==> config.mk <==
export PLATFORM = sky130hd
export DESIGN_NAME = id_ex_mem_wb_regs
export DESIGN_NICKNAME = d
export VERILOG_FILES = /design/src/rtl/id_ex_mem_wb_regs.sv
export SDC_FILE = /design/constraint.sdc
export NUM_CORES = 1
export LEC_CHECK = 0
export BUFFER_PORTS_ARGS = -buffer_cell sky130_fd_sc_hd__buf_2
export CORE_MARGIN = 2
export CORE_UTILIZATION = 39
export CTS_BUF_LIST = sky130_fd_sc_hd__clkbuf_2
export CTS_CLUSTER_SIZE = 20
export DETAILED_ROUTE_END_ITERATION = 10
export PLACE_DENSITY = 0.85
export SLEW_MARGIN = 0
export SYNTH_ARGS = -nofsm -noshare
export SYNTH_HDL_FRONTEND = slang
export SYNTH_SLANG_ARGS = --single-unit
==> constraint.sdc <==
create_clock -name clk -period 4.2 [get_ports clk]
set_input_delay 0.84 -clock clk [delete_from_list [all_inputs] [get_ports clk]]
set_output_delay 0.84 -clock clk [all_outputs]
set_load 0.02 [all_outputs]
==> src/rtl/id_ex_mem_wb_regs.sv <==
// Pipeline boundary registers for the 16-bit five-stage CPU: ID/EX, EX/MEM and MEM/WB.
// Each bank is a plain register stage; reset loads a NOP bubble (all zeros) into every bank.
module id_ex_mem_wb_regs #(
  parameter int REG_W  = 16,
  parameter int ADDR_W = 4,
  parameter int OP_W   = 8,
  parameter int SEL_W  = 3
) (
  input  logic              clk,
  input  logic              rst,

  input  logic [OP_W-1:0]   id_aluop,
  input  logic [SEL_W-1:0]  id_alusel,
  input  logic [REG_W-1:0]  id_reg1,
  input  logic [REG_W-1:0]  id_reg2,
  input  logic [ADDR_W-1:0] id_wd,
  input  logic              id_wreg,

  output logic [OP_W-1:0]   ex_aluop,
  output logic [SEL_W-1:0]  ex_alusel,
  output logic [REG_W-1:0]  ex_reg1,
  output logic [REG_W-1:0]  ex_reg2,
  output logic [ADDR_W-1:0] ex_wd,
  output logic              ex_wreg,

  input  logic [ADDR_W-1:0] ex_res_wd,
  input  logic              ex_res_wreg,
  input  logic [REG_W-1:0]  ex_res_wdata,

  output logic [ADDR_W-1:0] mem_wd,
  output logic              mem_wreg,
  output logic [REG_W-1:0]  mem_wdata,

  input  logic [ADDR_W-1:0] mem_res_wd,
  input  logic              mem_res_wreg,
  input  logic [REG_W-1:0]  mem_res_wdata,

  output logic [ADDR_W-1:0] wb_wd,
  output logic              wb_wreg,
  output logic [REG_W-1:0]  wb_wdata
);

  always_ff @(posedge clk or posedge rst) begin
    if (rst) begin
      ex_aluop  <= '0;
      ex_alusel <= '0;
      ex_reg1   <= '0;
      ex_reg2   <= '0;
      ex_wd     <= '0;
      ex_wreg   <= 1'b0;
    end else begin
      ex_aluop  <= id_aluop;
      ex_alusel <= id_alusel;
      ex_reg1   <= id_reg1;
      ex_reg2   <= id_reg2;
      ex_wd     <= id_wd;
      ex_wreg   <= id_wreg;
    end
  end

  always_ff @(posedge clk or posedge rst) begin
    if (rst) begin
      mem_wd    <= '0;
      mem_wreg  <= 1'b0;
      mem_wdata <= '0;
    end else begin
      mem_wd    <= ex_res_wd;
      mem_wreg  <= ex_res_wreg;
      mem_wdata <= ex_res_wdata;
    end
  end

  always_ff @(posedge clk or posedge rst) begin
    if (rst) begin
      wb_wd    <= '0;
      wb_wreg  <= 1'b0;
      wb_wdata <= '0;
    end else begin
      wb_wd    <= mem_res_wd;
      wb_wreg  <= mem_res_wreg;
      wb_wdata <= mem_res_wdata;
    end
  end

endmodule

# Yosys cells after proc, flatten, opt, wreduce, memory -nomap -nowiden
# Cells that the tools add are included.
# Widths: inputs -> output; s select.
[word_totals] register_bits=90 out_inout_bits=90 elab_cells=12

# Depth between registers and ports, before layout
[depth] depth_word=0 mapped_depth=1 depth_no_buf=1

# Worst setup path after synthesis
# No wires, ideal clock.
[synth_path] path_type="reg2out" startpoint="reg ex_aluop[0]" endpoint="out ex_aluop[0]" arrival_ps=416 required_ps=3360 setup_slack_ps=2944 path_stages_with_launch=1 n_path_buf=0 cell_sequence="dfrtp_1"
[synth_lines] item="from (decl)" line_no="19" rtl="output logic [OP_W-1:0] ex_aluop,"
[synth_lines] item="from (signal assigned)" line_no="52" rtl="ex_aluop <= id_aluop;"
# No word-level cell between the ends.

# Final worst setup path
[layout_path] startpoint="reg ex_aluop[5]" endpoint="out ex_aluop[5]"
# No word-level cell between the ends.

==> metrics.txt <==
Highest Clock Rate=a little over 500 MHz; post-route cell area=~3400 um2; # resized after CTS=0; CP endpoint kind=primary output; CTS sink cnt=90; wire per inst=~16 um; top cell type's share of synthesized area=99.8%; CP Launch Point=ex_aluop[5]$_DFF_PP0_; routed wire length=around 5.6 mm; RePlAce Congestion=0.851; crit path capture=ex_aluop[5]; Slowest cell on crit path=dfrtp_1; Port Buffer Count=181; CP delay by family, top=flip-flops; fin. max-slew vios=0; Final min period=about 1900 ps; RSZ-0062 raised after global routing=no; Setup Fix Bufs, Post-CTS=0; H-tree depth=3; via count=about 1500; Pre-Repair DR Iteration Count=4; M3 GR Usage=approximately 7%; post-synthesis xor/xnor area fraction=0%; DP Cell Count=345; Initial Utilization=roughly 41%; Leak=approximately 1.8 nW; hold_ws=around 430 ps; clock-pin transition on the worst setup and hold timing paths=between 200 and 250 ps; Crit Path Category=flop to primary output; endpoints failing setup=0; met2 usage=31.1%; setup ws final=roughly 2300 ps; HPWL after detailed placement=4.52 mm; met1 GRT Util=~20%; synthesized flop and latch total=90; Bufs on Longest Clock Path=2; Buf/Inv on CP=1; Die H=between 80 and 90 um; Core Rows=27; DP Area=roughly 3300 um2; Min-Delay Path Class=primary input to flop; GR peak layer=met2; Core Footprint=~5500 um2; NumNets Final=~380; GRT overflow=0; vias per cell=4.15; most common cell in the synthesized netlist=dfrtp_1; CTS tree=built; Post-Syn Nets=between 150 and 200; Syn Area/Cell=~25 um2; synth warn=0; number of global-route vias before repair=roughly 1700; non-filler cells, final=between 300 and 400; DIE AREA=between 6000 and 7000 um2; outcome=completed; Yosys top cell by area=dfrtp_1; Fin. Hold Viols=0; Yosys cell types=2; DRC=0; cts hold-fix bufs=0; Post-synth EDFFs=0; CTS Buf Count=9; GRT Resource Usage Total=between 10% and 20%; crit-path cells=buf_2; Placement Setup Slack=~2100 ps; max_cap viols=0; max incr delay on CP=around 440 ps; asr flop ratio synth=100%; Power, Total=between 1 and 1.5 mW; Chip Width=80.1 um; maximum VDD drop=0.000241 V; Simple-Gate Fraction of Synth Area=0%; Inserted Diodes=0; Main synth FF type=dfrtp_1; Arr. time, crit path=around 1100 ps; cell count along the critical path=1; Post-Synth Adder-Cell Area=0%; Area Overhead vs Synth=49.2%; First DRT Iteration DRCs=a little under 50; post-synthesis mux area share=0%; setup_tns=0 ps; crit start category=flop; most area-consuming cells after synthesis=dfrtp_1 (100%), inv_1 (0.17%); Root Driver=clkbuf_2; complex-gate fraction of the synthesized area=0%; Rel. slew slack=28.1%; part of the Yosys area used for sequential elements=between 90% and 100%; first-pass GRT wire length=just over 8 mm; peak fanout along the critical path=1; Final Core Density=around three fifths; synthesized area=approximately 2300 um2; multi-input logic area=0 um2; synth cell count leaders=dfrtp_1 (90), inv_1 (1); pin count of the biggest net entering global routing=67; cells after synthesis=91; power density cells=between 400 and 500 nW/um2; worst slew pin tran=between 1000 and 1500 ps; Ports=around 180; main combinational cell family by area after synthesis=buffers and inverters; period utilisation layout=roughly 46%; initial antenna violation count=0; CP required=~3400 ps; post-route antenna net violation count=0; Multi-In Gates=0; share of cells above drive strength 1=roughly 68%
[routing by layer]
| layer | routed length, um | part of all wire [%] |
|---|---|---|
| met5 | 0 | 0 |
| met4 | 159 | 2.8 |
| met3 | 611 | 11 |
| met2 | 2960 | 53 |
| met1 | 1890 | 34 |
[cell type report]
cell class | instances | area (um2)
Inverter | 1 | 5.00
Timing Repair Buffer | 182 | 913
Tap cell | 72 | 90.1
Sequential cell | 90 | 2250
Fill cell | 456 | 2170
Clock buffer | 9 | 45.0
Clock inverter | 7 | 60.1
[worst min-delay path by stage]
stage / cells past startpoint / to / from / slack (ps)
final: 1 / wb_wd[0]$_DFF_PP0_ / mem_res_wd[0] / 430
after global routing: 1 / ex_wd[3]$_DFF_PP0_ / id_wd[3] / 360
after CTS: 1 / ex_aluop[1]$_DFF_PP0_ / id_aluop[1] / 370
after detailed placement: 1 / ex_aluop[2]$_DFF_PP0_ / id_aluop[2] / 950
after global placement: 1 / wb_wdata[14]$_DFF_PP0_ / mem_res_wdata[14] / 950
after floorplan: 0 / ex_aluop[0]$_DFF_PP0_ / id_aluop[0] / 870
[sequential cells by signal (all words and copies together), names as in the netlist]
| register | cells |
|---|---|
| ex_aluop | 8 |
| ex_alusel | 3 |
| ex_reg1 | 16 |
| ex_reg2 | 16 |
| ex_wd | 4 |
| ex_wreg | 1 |
| mem_wd | 4 |
| mem_wdata | 16 |
| mem_wreg | 1 |
| wb_wd | 4 |
| wb_wdata | 16 |
| wb_wreg | 1 |
[layout by cell type (no fill, tap or decap)]
cell | Yosys | routed
clkbuf_2 | 0 | 9
buf_4 | 0 | 1
bufinv_16 | 0 | 1
clkinv_1 | 0 | 3
buf_2 | 0 | 181
clkinv_4 | 0 | 1
dfrtp_1 | 90 | 90
clkinv_2 | 0 | 3
[cell families after synthesis]
logic type	Yosys count
flip-flops	90
buffers and inverters	1
[report_power, final]
group          internal, mW  switching (mW)
sequential            0.911          0.0120
combinational        0.0599           0.104
clock                 0.131           0.261
total                  1.10           0.377
Power figures use the tool's default switching activity.
